### src/rtl/sound_frame_sequencer_if.sv
// Bus between the frame sequencer and the four sound channels plus the NR52
// register read path. Clock and reset stay plain ports on the modules.
//
// Signalling: there is no valid/ready handshake on this bus. I_MASTER_EN and
// I_CH_ON are levels the consumer may change on any cycle. The three tick
// outputs and O_CH_RESET are single-cycle strobes that the channels must act
// on in the cycle they are high; they are never stretched or held off.
// O_STEP, O_NR52, O_RUNNING and state_dbg are levels valid every cycle.
interface sound_frame_sequencer_if;
    logic       I_MASTER_EN;
    logic [3:0] I_CH_ON;
    logic       O_LENGTH_TICK;
    logic       O_SWEEP_TICK;
    logic       O_ENV_TICK;
    logic [2:0] O_STEP;
    logic       O_CH_RESET;
    logic [7:0] O_NR52;
    logic       O_RUNNING;
    logic [1:0] state_dbg;

    // Sequencer side: owns all timing outputs.
    modport master (
        input  I_MASTER_EN,
        input  I_CH_ON,
        output O_LENGTH_TICK,
        output O_SWEEP_TICK,
        output O_ENV_TICK,
        output O_STEP,
        output O_CH_RESET,
        output O_NR52,
        output O_RUNNING,
        output state_dbg
    );

    // Consumer side: register file / channels / bench.
    modport slave (
        output I_MASTER_EN,
        output I_CH_ON,
        input  O_LENGTH_TICK,
        input  O_SWEEP_TICK,
        input  O_ENV_TICK,
        input  O_STEP,
        input  O_CH_RESET,
        input  O_NR52,
        input  O_RUNNING,
        input  state_dbg
    );
endinterface

### src/rtl/sound_frame_sequencer.sv
// Frame sequencer for the four sound channels: divides I_CLK down to the
// 512 Hz frame step, walks the 8-step frame, and emits one-cycle length,
// sweep and envelope ticks. Also sequences the NR52 master enable: power-off
// clears the channels through a one-cycle CLEAR state, and power-on restarts
// the frame from step 0 with a freshly zeroed divider.
module sound_frame_sequencer #(
    parameter int STEP_DIV = 8192,  // I_CLK cycles per frame step, 2..65535
    parameter int DIV_W    = 16     // 2**DIV_W must be >= STEP_DIV
) (
    input  logic                    I_CLK,
    input  logic                    I_RESET,
    sound_frame_sequencer_if.master bus
);

    typedef enum logic [1:0] {
        ST_OFF   = 2'd0,
        ST_RUN   = 2'd1,
        ST_CLEAR = 2'd2
    } state_t;

    localparam logic [DIV_W-1:0] DIV_LAST = DIV_W'(STEP_DIV - 1);

    state_t           state_q;
    state_t           state_nxt;

    logic             master_en_q;     // registered I_MASTER_EN
    logic             master_en_prev;  // master_en_q one cycle earlier
    logic             rise;
    logic             fall;
    logic             rise_pend_q;     // rising edge that landed inside CLEAR

    logic [DIV_W-1:0] div_q;
    logic [2:0]       step_q;
    logic [2:0]       step_inc;
    logic             div_wrap;
    logic             advance;

    logic             length_tick_q;
    logic             sweep_tick_q;
    logic             env_tick_q;

    logic             running;
    logic             ch_reset;

    // Edges are taken on the registered copy so the FSM never sees a raw
    // asynchronous register write.
    assign rise = master_en_q & ~master_en_prev;
    assign fall = ~master_en_q & master_en_prev;

    // Capture master enable and its history; remember a re-enable that
    // arrives while CLEAR is still draining so OFF can act on it.
    always_ff @(posedge I_CLK) begin
        if (I_RESET) begin
            master_en_q    <= 1'b0;
            master_en_prev <= 1'b0;
            rise_pend_q    <= 1'b0;
        end else begin
            master_en_q    <= bus.I_MASTER_EN;
            master_en_prev <= master_en_q;
            rise_pend_q    <= (state_q == ST_CLEAR) && rise;
        end
    end

    // FSM state register.
    always_ff @(posedge I_CLK) begin
        if (I_RESET) begin
            state_q <= ST_OFF;
        end else begin
            state_q <= state_nxt;
        end
    end

    // FSM next-state logic. A falling edge in RUN wins over any wrap.
    always_comb begin
        state_nxt = state_q;
        case (state_q)
            ST_OFF: begin
                if (rise || (rise_pend_q && master_en_q)) begin
                    state_nxt = ST_RUN;
                end
            end
            ST_RUN: begin
                if (fall) begin
                    state_nxt = ST_CLEAR;
                end
            end
            ST_CLEAR: begin
                state_nxt = ST_OFF;
            end
            default: begin
                state_nxt = ST_OFF;
            end
        endcase
    end

    // FSM outputs: running flag and the channel clear strobe.
    always_comb begin
        running  = 1'b0;
        ch_reset = 1'b0;
        case (state_q)
            ST_RUN:   running  = 1'b1;
            ST_CLEAR: ch_reset = 1'b1;
            default: begin
                running  = 1'b0;
                ch_reset = 1'b0;
            end
        endcase
    end

    // The divider only advances in RUN while no power-off is being seen;
    // everywhere else it and the step counter are parked at zero, so RUN is
    // always entered from divider 0 / step 0.
    assign advance  = (state_q == ST_RUN) && !fall;
    assign div_wrap = (div_q == DIV_LAST);
    assign step_inc = step_q + 3'd1;

    // Divider, step counter and tick registers. Ticks are decoded from the
    // step value being entered and are high for the single cycle after the
    // wrap edge.
    always_ff @(posedge I_CLK) begin
        if (I_RESET) begin
            div_q         <= '0;
            step_q        <= 3'd0;
            length_tick_q <= 1'b0;
            sweep_tick_q  <= 1'b0;
            env_tick_q    <= 1'b0;
        end else begin
            length_tick_q <= 1'b0;
            sweep_tick_q  <= 1'b0;
            env_tick_q    <= 1'b0;
            if (advance) begin
                if (div_wrap) begin
                    div_q         <= '0;
                    step_q        <= step_inc;
                    length_tick_q <= ~step_inc[0];
                    sweep_tick_q  <= (step_inc[1:0] == 2'b10);
                    env_tick_q    <= (step_inc == 3'd7);
                end else begin
                    div_q <= div_q + 1'b1;
                end
            end else begin
                div_q  <= '0;
                step_q <= 3'd0;
            end
        end
    end

    assign bus.O_LENGTH_TICK = length_tick_q;
    assign bus.O_SWEEP_TICK  = sweep_tick_q;
    assign bus.O_ENV_TICK    = env_tick_q;
    assign bus.O_STEP        = step_q;
    assign bus.O_CH_RESET    = ch_reset;
    assign bus.O_RUNNING     = running;
    assign bus.O_NR52        = {master_en_q, 3'b111, bus.I_CH_ON};
    assign bus.state_dbg     = state_q;

endmodule

### src/flat_wrapper.sv
// flat-port wrapper written by rule: the top's interface ports become plain ports
module sound_frame_sequencer_flat 
#(
    parameter int STEP_DIV = 8192,                                          
    parameter int DIV_W    = 16                                    
)
  (I_CLK, I_RESET, bus_I_MASTER_EN, bus_I_CH_ON, bus_O_LENGTH_TICK, bus_O_SWEEP_TICK, bus_O_ENV_TICK, bus_O_STEP, bus_O_CH_RESET, bus_O_NR52, bus_O_RUNNING, bus_state_dbg);
  sound_frame_sequencer_if bus_i ();
  input  logic I_CLK;
  input  logic I_RESET;
  input wire logic [$bits(bus_i.I_MASTER_EN)-1:0] bus_I_MASTER_EN;
  input wire logic [$bits(bus_i.I_CH_ON)-1:0] bus_I_CH_ON;
  output wire logic [$bits(bus_i.O_LENGTH_TICK)-1:0] bus_O_LENGTH_TICK;
  output wire logic [$bits(bus_i.O_SWEEP_TICK)-1:0] bus_O_SWEEP_TICK;
  output wire logic [$bits(bus_i.O_ENV_TICK)-1:0] bus_O_ENV_TICK;
  output wire logic [$bits(bus_i.O_STEP)-1:0] bus_O_STEP;
  output wire logic [$bits(bus_i.O_CH_RESET)-1:0] bus_O_CH_RESET;
  output wire logic [$bits(bus_i.O_NR52)-1:0] bus_O_NR52;
  output wire logic [$bits(bus_i.O_RUNNING)-1:0] bus_O_RUNNING;
  output wire logic [$bits(bus_i.state_dbg)-1:0] bus_state_dbg;
  assign bus_i.I_MASTER_EN = bus_I_MASTER_EN;
  assign bus_i.I_CH_ON = bus_I_CH_ON;
  assign bus_O_LENGTH_TICK = bus_i.O_LENGTH_TICK;
  assign bus_O_SWEEP_TICK = bus_i.O_SWEEP_TICK;
  assign bus_O_ENV_TICK = bus_i.O_ENV_TICK;
  assign bus_O_STEP = bus_i.O_STEP;
  assign bus_O_CH_RESET = bus_i.O_CH_RESET;
  assign bus_O_NR52 = bus_i.O_NR52;
  assign bus_O_RUNNING = bus_i.O_RUNNING;
  assign bus_state_dbg = bus_i.state_dbg;
  sound_frame_sequencer #(.STEP_DIV(STEP_DIV), .DIV_W(DIV_W)) u_core (.I_CLK(I_CLK), .I_RESET(I_RESET), .bus(bus_i));
endmodule
### config.mk
export PLATFORM = sky130hd
export DESIGN_NAME = sound_frame_sequencer_flat
export DESIGN_NICKNAME = d
export VERILOG_FILES = /design/src/rtl/sound_frame_sequencer_if.sv /design/src/rtl/sound_frame_sequencer.sv /design/src/flat_wrapper.sv
export SDC_FILE = /design/constraint.sdc
export NUM_CORES = 1
export LEC_CHECK = 0
export ABC_AREA = 1
export BUFFER_PORTS_ARGS = -buffer_cell sky130_fd_sc_hd__buf_2
export CORE_UTILIZATION = 58
export DETAILED_ROUTE_END_ITERATION = 16
export MAX_ROUTING_LAYER = met4
export PLACE_DENSITY = 0.86
export REMOVE_ABC_BUFFERS = 1
export SYNTH_ARGS = -nofsm -noshare
export SYNTH_HDL_FRONTEND = slang
export SYNTH_SLANG_ARGS = --single-unit
### constraint.sdc
create_clock -name I_CLK -period 2.45 [get_ports I_CLK]
set_input_delay 0.49 -clock I_CLK [delete_from_list [all_inputs] [get_ports I_CLK]]
set_output_delay 0.49 -clock I_CLK [all_outputs]
set_load 0.005 [all_outputs]
==> metrics.md, run 1 <==
| Metric | Value |
|---|---|
| Run status | completed |
| Post-synth ARST share | 0% |
| R2R Setup Slk | 0.99 ns |
| Critical path startpoint category | flip-flop |
| Worst path slowest cell | dfxtp_1 |
| CP required | 1.96 ns |
| H-Tree Depth | 1 |
| Family with the most delay on the worst path | flip-flops |
| Hold Crit Depth | 3 |
| Most common cell in the netlist | nand2_1 |
| Row count | 17 |
| Overflow after GRT | 0 |
| Crit-path cells | inv_1 > nor2_1 > buf_2 |
| Post-Synthesis Cell Area | 0.00135 mm^2 |
| Final Cycle Share | 64.0% |
| Crit-path max FO | 4 |
| Reg2Reg Depth | 8 |
| RR Endpoint | u_core.div_q[13] |
| ANT cells | 0 |
| Post-Synthesis Cells | 176 |
| P_leak | 0.569 nW |
| CP Class | flip-flop to output pin |
| Initial Util | 61.5% |
| DR vias | 1034 |
| Die ar. | 0.00252 mm^2 |
| Routed Wire Length | 2170 um |
| CP endpoint kind | output pin |
| Detail-routed via count per cell | 4.83 |
| Hold_ws | 0.352 ns |
| TritonCTS clock tree | built |
| Max Clk Rate | 638 MHz |
| DP HPWL | 1650 um |
| Commonest cells in the netlist | nand2_1 (34), dfxtp_1 (27), nor2_1 (25), inv_1 (20) |
| VDD IR max | 0.312 mV |
| Final setup TNS | 0 ns |
| Finish-stage setup viols | 0 |
| Share of layout cells above drive strength 1 | 22.6% |
| DRT iter0 DRCs | 21 |
| Max stage delay on crit path | 0.45 ns |
| Clock Pin Slew Worst Setup and Hold Paths | 0.14 ns |
| First-pass GRT wire length | 3880 um |
| Total core area | 0.00219 mm^2 |
| Share of the synthesized area in the top cell type | 40.1% |
| Worst Hold Class | primary input to flip-flop |
| Yosys top cell by area | dfxtp_1 |
| Die height | 50.2 um |
| Vias in the first global route | 989 |
| Setup Skew | 0.00463 ns |
| Largest net degree at the start of global routing | 16 |
| Fin nets | 198 |
| Max-cap violations | 0 |
| Postcts setup bufs | 0 |
| IO buf count | 13 |
| CP arrival | 1.08 ns |
| Syn_area_per_cell | 7.65 um^2 |
| Hold_sp | bus_I_MASTER_EN |
| Routability cong. | 0.872 |
| Yosys warning count | 0 |
| Worst Hold End | u_core.master_en_q |
| DR WL/cell | 10.2 um |
| Post-synth EDFFs | 0 |
| Area growth from synthesis to layout | 4.09% |
| GRT Total Usage | 20.8% |
| CTS root buf | clkbuf_4 |
| Seq/Total Area, Yosys | 40.1% |
| IO Count | 25 |
| Clock sinks | 27 |
| Unrepaired setup endpoints after global routing | false |
| Yosys cell types | 24 |
| DR DRC count | 0 |
| CTS Hold Bufs | 0 |
| Resized Gates After CTS | 0 |
| Initial antenna violation count | 0 |
| Final Max Tran Viols | 0 |
| Min Tclk post-route | 1.57 ns |
| Worst-case clock buffer depth | 2 |
| Register bit count reported by yosys | 27 |
| Total CTS buffers | 3 |
| Hold Vio Cnt, Final | 0 |
| Die width | 50.2 um |
| Ys flop type | dfxtp_1 |
| RR Startpoint | u_core.div_q[0] |
| PwrDens | 473 mW/mm^2 |
| First-pass detailed-route iteration total | 4 |
| Post-route antenna net violation count | 0 |
| Largest cells by area after synthesis | dfxtp_1 (40%), nand2_1 (9.5%), nor2_1 (7.0%) |
| Clk_lat worst skew | 0.33 ns |
| WP buf/inv | 2 |
routing by layer:
metal | global-route usage (%) | part of all wire (%) | up-vias | wire length, um
li1 | - | - | 553 | -
met5 | - | 0 | - | 0
met3 | 3.33 | 2.8 | 5 | 61
met2 | 37.1 | 47 | 21 | 1030
met4 | 10.0 | 2.0 | 0 | 44
met1 | 22.2 | 48 | 455 | 1030
through the flow:
stage / util, % / total power, mW / cells / worst slack (ns) / area, um^2
after floorplan: - / 0.474 / 169 / 1.16 / 1270
after global placement: 62.7 / 0.482 / 210 / 1.08 / 1370
after detailed placement: 62.7 / 0.484 / 210 / 1.02 / 1370
after CTS: 64.0 / 0.672 / 214 / 0.872 / 1400
after global routing: 64.0 / 0.689 / 214 / 0.824 / 1400
final: 64.0 / 0.662 / 214 / 0.883 / 1400
worst min-delay path, stage by stage:
cell and delay [ns]:
buf_2 0.09, inv_1 0.04, nor2_1 0.03
registers in the layout, indices dropped and copies added (netlist names):
signal and count:
u_core.bus.O_ENV_TICK 1, u_core.bus.state_dbg 2, u_core.master_en_prev 1, u_core.master_en_q 1, u_core.bus.O_LENGTH_TICK 1, u_core.div_q 16
u_core.rise_pend_q 1, u_core.bus.O_SWEEP_TICK 1, u_core.bus.O_STEP 3
cell usage in the layout, fill, tap and decap left out, drive strengths merged:
cell,netlist,layout
buf,9,13
clkbuf,0,3
clkinv,1,2
conb,1,3
dfxtp,27,27
ha,4,4
inv,23,23
nand2,38,38
nand3,15,15
nand4,3,3
nor2,39,39
nor4,2,2
o21ai,3,3
o21bai,2,2
or2,1,1
xnor2,4,4
xor2,4,4
final cells by class:
class | instances | area [um^2]
repair buffers | 13 | 65.1
inverters | 24 | 90.1
clock buffers | 3 | 22.5
fillers | 178 | 790
clock inverters | 1 | 5.00
multi-input cells | 118 | 643
flip-flops and latches | 27 | 541
well taps | 28 | 35.0
cell families after synthesis:
group                    share of synthesized area (%)
AO/OA/AOI/OAI                                     2.23
XOR/XNOR                                          5.20
adder cells (fa/ha/maj)                           3.72
buffers and inverters                             12.6
flip-flops                                        40.1
other                                            0.279
AND/OR/NAND/NOR                                   35.8
how the worst max path moves through the flow:
stage,start,end,slack (ns),cells past startpoint
after global placement,u_core.div_q[0],u_core.div_q[14],1.08,8
after detailed placement,u_core.div_q[0],u_core.div_q[12],1.02,8
after CTS,u_core.bus.state_dbg[1],bus_O_CH_RESET,0.87,3
after floorplan,u_core.div_q[0],u_core.div_q[12],1.16,8
final,u_core.bus.state_dbg[1],bus_O_CH_RESET,0.88,3
after global routing,u_core.bus.state_dbg[1],bus_O_CH_RESET,0.82,3
report_power, final:
| group | leakage, nW | switching [mW] | internal [mW] | total (mW) |
|---|---|---|---|---|
| logic | 0.333 | 0.0180 | 0.00907 | 0.0271 |
| clock network | 0.0177 | 0.127 | 0.0613 | 0.188 |
| registers | 0.218 | 0.00367 | 0.443 | 0.447 |
Power figures use the tool's default switching activity.
==> run 2: changes to the inputs <==
--- a/config.mk
+++ b/config.mk
@@ -7,10 +7,10 @@
 export LEC_CHECK = 0
 export ABC_AREA = 1
 export BUFFER_PORTS_ARGS = -buffer_cell sky130_fd_sc_hd__buf_2
-export CORE_UTILIZATION = 58
+export CORE_UTILIZATION = 49
 export DETAILED_ROUTE_END_ITERATION = 16
 export MAX_ROUTING_LAYER = met4
-export PLACE_DENSITY = 0.86
+export PLACE_DENSITY = 0.78
 export REMOVE_ABC_BUFFERS = 1
 export SYNTH_ARGS = -nofsm -noshare
 export SYNTH_HDL_FRONTEND = slang
==> constraint.sdc (replaced) <==
create_clock -name I_CLK -period 1.3 [get_ports I_CLK]
set_input_delay 0.26 -clock I_CLK [delete_from_list [all_inputs] [get_ports I_CLK]]
set_output_delay 0.26 -clock I_CLK [all_outputs]
set_load 0.005 [all_outputs]
==> metrics.md, run 2 (synthesis results as in run 1) <==
| Metric | Value |
|---|---|
| GRT Total Usage | 19.5% (-1.3 points) |
| RR Endpoint | u_core.div_q[12] |
| Critical path startpoint category | flip-flop |
| TritonCTS clock tree | built |
| Initial antenna violation count | 0 (unchanged) |
| Total power draw | 1.26 mW (+90%) |
| Max-cap violations | 0 (unchanged) |
| First-pass detailed-route iteration total | 6 (+2) |
| R2R Setup Slk | 0.07 ns (-0.92 ns) |
| VDD IR max | 0.702 mV (+120%) |
| Crit-path cells | inv_4 > nor2_4 > buf_2 |
| Reg2Reg Depth | 7 (-1) |
| CP arrival | 0.97 ns (-0.11 ns) |
| Vias in the first global route | 974 (-1.5%) |
| Worst Hold End | u_core.master_en_q |
| Most common cell after layout, fill and taps aside | nand2_1 |
| CTS root buf | clkbuf_4 |
| ANT cells | 0 (unchanged) |
| Overflow after GRT | 0 (unchanged) |
| Total CTS buffers | 3 (unchanged) |
| Initial Util | 52.9% (-8.5 points) |
| CP endpoint kind | output pin |
| Final Cycle Share | 94.8% |
| Fin nets | 207 (+4.5%) |
| Largest net degree at the start of global routing | 16 (unchanged) |
| PwrDens | 808 mW/mm^2 (+71%) |
| Hold Crit Depth | 3 (unchanged) |
| Fin worst setup slack | 0.0670 ns (-0.816 ns) |
| Worst path slowest cell | dfxtp_4 |
| Max stage delay on crit path | 0.39 ns (-0.06 ns) |
| Post-route antenna net violation count | 0 (unchanged) |
| Die height | 54.4 um (+8.4%) |
| Hold Vio Cnt, Final | 0 (unchanged) |
| Routability cong. | 0.776 (-11%) |
| IO Count | 25 (unchanged) |
| H-Tree Depth | 1 (unchanged) |
| Max Clk Rate | 811 MHz |
| Worst slack, placed | -0.0202 ns (-1.04 ns) |
| Crit-path max FO | 4 (unchanged) |
| DR DRC count | 0 (unchanged) |
| Max reg flops | 16 (unchanged) |
| Routed Wire Length | 2510 um (+15%) |
| DR vias | 1082 (+4.6%) |
| CP Class | flip-flop to output pin |
| First-pass GRT wire length | 3970 um (+2.3%) |
| DRT iter0 DRCs | 15 (-29%) |
| Unrepaired setup endpoints after global routing | true |
| Hold_sp | bus_I_MASTER_EN |
| Worst-case clock buffer depth | 2 (unchanged) |
| Total core area | 0.00254 mm^2 (+16%) |
| Finish-stage setup viols | 0 (unchanged) |
| Die ar. | 0.00296 mm^2 (+18%) |
| Row count | 18 (+1) |
| P_leak | 0.617 nW (+8.4%) |
| RR Startpoint | u_core.div_q[8] |
| DR WL/cell | 11.1 um (+9.8%) |
| Detail-routed via count per cell | 4.81 (-0.47%) |
| Clk_lat worst skew | 0.32 ns (about the same) |
| Area growth from synthesis to layout | 15.5% |
| DP HPWL | 1840 um (+12%) |
| Largest register by flop count | u_core.div_q |
| Share of layout cells above drive strength 1 | 33.8% (+11 points) |
| Clock Pin Slew Worst Setup and Hold Paths | 0.13 ns (about the same) |
| Setup Skew | 0.00457 ns (-0.0000576 ns) |
| Worst Hold Class | primary input to flip-flop |
| CP required | 1.04 ns (-0.92 ns) |
| Most frequent cells in the layout | nand2_1 (33), nor2_1 (22), inv_1 (18), dfxtp_1 (18), buf_2 (13) |
| Run status | completed |
| Clock sinks | 27 (unchanged) |
| Final Max Tran Viols | 0 (unchanged) |
| IO buf count | 13 (unchanged) |
| Die width | 54.4 um (+8.4%) |
| Min Tclk post-route | 1.23 ns |
[run 2: changes by cell type in the layout (fill, tap and decap cells not counted), moves of 2 or more]
| cell | before | now |
|---|---|---|
| nor2_1 | 25 | 22 |
| buf_4 | 0 | 7 |
| dfxtp_4 | 0 | 3 |
| nor2_4 | 2 | 5 |
| inv_1 | 20 | 18 |
| nand2_8 | 0 | 2 |
| dfxtp_1 | 27 | 18 |
| dfxtp_2 | 0 | 6 |
[run 2: worst max-delay path: cells and delay by family, from the launching register on]
family	cells	cell delay (ns)
DFF	1	0.39
buffers and inverters	2	0.17
and+or+nand+nor	1	0.09
[run 2: worst max-delay path by stage]
stage	slack (ns)	endpoint	startpoint
global route	-0.04	u_core.div_q[9]	u_core.div_q[3]
global placement	0.05	u_core.div_q[15]	u_core.div_q[1]
finish	0.07	bus_O_RUNNING	u_core.bus.state_dbg[0]
floorplan	0.01	u_core.div_q[12]	u_core.div_q[0]
detailed placement	-0.02	u_core.div_q[12]	u_core.div_q[1]
CTS	-0.004	u_core.bus.O_ENV_TICK	u_core.div_q[1]
[run 2: report_power, final]
part           internal [mW]  leakage (nW)  switching [mW]
Combinational         0.0239         0.379          0.0425
Sequential             0.831         0.223         0.00750
Clock                  0.120        0.0150           0.232
Total                  0.975         0.617           0.282
[run 2: stage by stage]
stage / cells / TNS (ns) / util [%] / instance area (um^2) / hold slack (ns)
floorplan: 169 / 0 / - / 1270 / 0.331
global placement: 219 / 0 / 56.1 / 1430 / 0.460
detailed placement: 219 / -0.0922 / 56.1 / 1430 / 0.472
CTS: 223 / -0.00391 / 57.8 / 1470 / 0.126
global route: 225 / -0.0970 / 61.1 / 1560 / 0.115
finish: 225 / 0 / 61.1 / 1560 / 0.138
[run 2: timing repair]
action	in CTS	in global routing
gates cloned	0	1
setup endpoints to repair	14	24
setup buffers	0	1
hold buffers	0	0
endpoints found under the hold margin	0	0
pin swaps	0	3
gates resized for setup	5	23
[run 2: area by class of cell]
type,instances,area [um^2]
multi-input cells,119,709
flip-flops and latches,27,559
well taps,30,37.5
repair buffers,21,129
clock buffers,4,26.3
fillers,233,990
inverters,24,93.8
[run 2: metal layers]
metal / track usage [%] / vias to the layer above / part of all wire, %
met1: 20.7 / 485 / 43
met4: 6.41 / 0 / 1.2
met3: 6.39 / 5 / 3.7
met2: 33.9 / 20 / 52
li1: - / 572 / -
met5: - / - / 0
==> run 3: changes to the inputs <==
==> constraint.sdc (replaced) <==
create_clock -name I_CLK -period 1.3 [get_ports I_CLK]
set_input_delay 0.26 -clock I_CLK [delete_from_list [all_inputs] [get_ports I_CLK]]
set_output_delay 0.26 -clock I_CLK [all_outputs]
set_load 0.02 [all_outputs]
==> metrics.md, run 3 (synthesis results as in run 1) <==
| Metric | Value |
|---|---|
| GRT Total Usage | 19.8% (+0.24 points) |
| Clock share of power | 27.7% (-0.3 points) |
| Initial Util | 52.9% (unchanged) |
| Total power draw | 1.29 mW (+2.4%) |
| VDD IR max | 0.711 mV (+1.3%) |
| Post-route cell area | 0.00159 mm^2 (+2.3%) |
| DP HPWL | 1840 um (unchanged) |
| Sequential Power Share | 65.2% (-1.5 points) |
| ANT cells | 0 (unchanged) |
| Area growth from synthesis to layout | 18.1% |
| Crit-path max FO | 4 (unchanged) |
| Worst Hold Class | primary input to flip-flop |
| Die height | 54.4 um (unchanged) |
| Clk_lat worst skew | 0.33 ns (about the same) |
| Internal | 984 uW (+0.92%) |
| P_leak | 0.623 nW (+0.92%) |
| Comb power frac | 7.1% (+1.8 points) |
| CP arrival | 1.01 ns (+0.04 ns) |
| Post-route antenna net violation count | 0 (unchanged) |
| DR vias | 1095 (+1.2%) |
| First-pass detailed-route iteration total | 4 (-2) |
| Worst-case clock buffer depth | 2 (unchanged) |
| IO buf count | 13 (unchanged) |
| Switching Power | 303 uW (+7.4%) |
| Max Clk Rate | 787 MHz (-3.0%) |
| Placed Area | 0.00143 mm^2 (unchanged) |
| DRT iter0 DRCs | 19 (+4) |
| Most frequent cells in the layout | nand2_1 (33), nor2_1 (21), inv_1 (19) |
| Routability cong. | 0.776 (unchanged) |
| Detail-routed via count per cell | 4.85 (+0.75%) |
| Final Max Tran Viols | 0 (unchanged) |
| Switching share of power | 23.5% (+1.1 points) |
| Total CTS buffers | 3 (unchanged) |
| Share of layout cells above drive strength 1 | 34.2% (+0.34 points) |
| Unrepaired setup endpoints after global routing | true |
| Hold_sp | bus_I_MASTER_EN |
| DR WL/cell | 11.5 um (+3.2%) |
| Layout fillers | 231 (-0.86%) |
| Vias in the first global route | 986 (+1.2%) |
| Initial antenna violation count | 0 (unchanged) |
| Most common cell after layout, fill and taps aside | nand2_1 |
| Run status | completed |
| CP Class | flip-flop to output pin |
| First-pass GRT wire length | 4010 um (+1.0%) |
| PwrDens | 809 mW/mm^2 (+0.11%) |
| Min Tclk post-route | 1.27 ns (+0.0379 ns) |
| Setup Skew | 0.00752 ns (+0.00295 ns) |
| Max reg flops | 16 (unchanged) |
| IO Count | 25 (unchanged) |
| CTS Hold Bufs | 0 (unchanged) |
| Clock Pin Slew Worst Setup and Hold Paths | 0.13 ns (about the same) |
| Largest net degree at the start of global routing | 16 (unchanged) |
| Max-cap violations | 0 (unchanged) |
| Final Cycle Share | 97.8% (+2.9 points) |
| DR DRC count | 0 (unchanged) |
| Finish-stage setup viols | 0 (unchanged) |
| Total core area | 0.00254 mm^2 (unchanged) |
| Worst slack, placed | -0.0202 ns (unchanged) |
| Critical path startpoint category | flip-flop |
| Row count | 18 (unchanged) |
| Largest register by flop count | u_core.div_q |
| CP endpoint kind | output pin |
| Critical path startpoint | u_core.bus.state_dbg[1] |
| Hold Vio Cnt, Final | 0 (unchanged) |
| Fin worst setup slack | 0.0291 ns (-0.0379 ns) |
| Die ar. | 0.00296 mm^2 (unchanged) |
| CTS root buf | clkbuf_4 |
| Clock sinks | 27 (unchanged) |
| Fin nets | 208 (+0.48%) |
| CP required | 1.04 ns (about the same) |
| RR Startpoint | u_core.div_q[8] |
| H-Tree Depth | 1 (unchanged) |
| TritonCTS clock tree | built |
| Overflow after GRT | 0 (unchanged) |
| Die width | 54.4 um (unchanged) |
| Routed Wire Length | 2600 um (+3.7%) |
## run 3: cell count changes in the layout (fill, tap and decap cells not counted)
cell     previous run  this run
buf_4               7         9
buf_2              13        11
inv_1              18        19
buf_6               1         2
nor2_1             22        21
inv_2               3         1
nor2_2             12        13
inv_4               1         2
nand2_2             3         2
nand2_8             2         3
## run 3: cell type report
type | count | area (um^2) | area share, %
Clock buffer | 4 | 26.3 | 1.65
Inverter | 24 | 96.3 | 6.06
Multi-Input combinational cell | 119 | 726 | 45.6
Sequential cell | 27 | 559 | 35.2
Tap cell | 30 | 37.5 | 2.36
Timing Repair Buffer | 22 | 145 | 9.13
## run 3: path summary, 6_finish.rpt
check,slack (ns),to,cells after the start
setup / recovery,0.03,bus_O_CH_RESET,3
hold / removal,0.14,u_core.master_en_q,3
setup reg to reg,0.05,u_core.div_q[12],7
hold reg to reg,0.48,u_core.rise_pend_q,1
## run 3: through the flow
step | util [%] | instances | hold slack (ns) | setup TNS, ns
detailed placement | 56.1 | 219 | 0.472 | -0.0922
floorplan | - | 169 | 0.331 | 0
global route | 62.5 | 226 | 0.115 | -0.119
global placement | 56.1 | 219 | 0.460 | 0
CTS | 58.4 | 223 | 0.126 | -0.00129
finish | 62.5 | 226 | 0.138 | 0
## run 3: timing repair
action                                  in CTS  in global routing
pin swaps                                    0                  3
endpoints found under the setup margin      14                 19
buffers inserted                             0                  2
gates resized for setup                     11                 23
cloned                                       0                  1
## run 3: routing by layer
metal / GRT usage [%] / part of all wire (%) / vias to the layer above
li1: - / - / 573
met2: 34.8 / 53 / 20
met3: 6.39 / 4.1 / 5
met4: 6.41 / 1.2 / 0
met1: 20.7 / 42 / 497
met5: - / 0 / -
## run 3: critical path: stages (launching register included)
cell	delay, ns
dfxtp_4	0.41
inv_4	0.04
nor2_1	0.10
buf_4	0.14
## run 3: power by group through the flow
stage                     clock [mW]  combinational (mW)  sequential, mW
after CTS                      0.368              0.0754           0.840
after floorplan                    0              0.0426           0.865
after detailed placement           0              0.0710           0.859
after global routing           0.404              0.0988           0.841
after global placement             0              0.0666           0.859
final                          0.357              0.0912           0.839
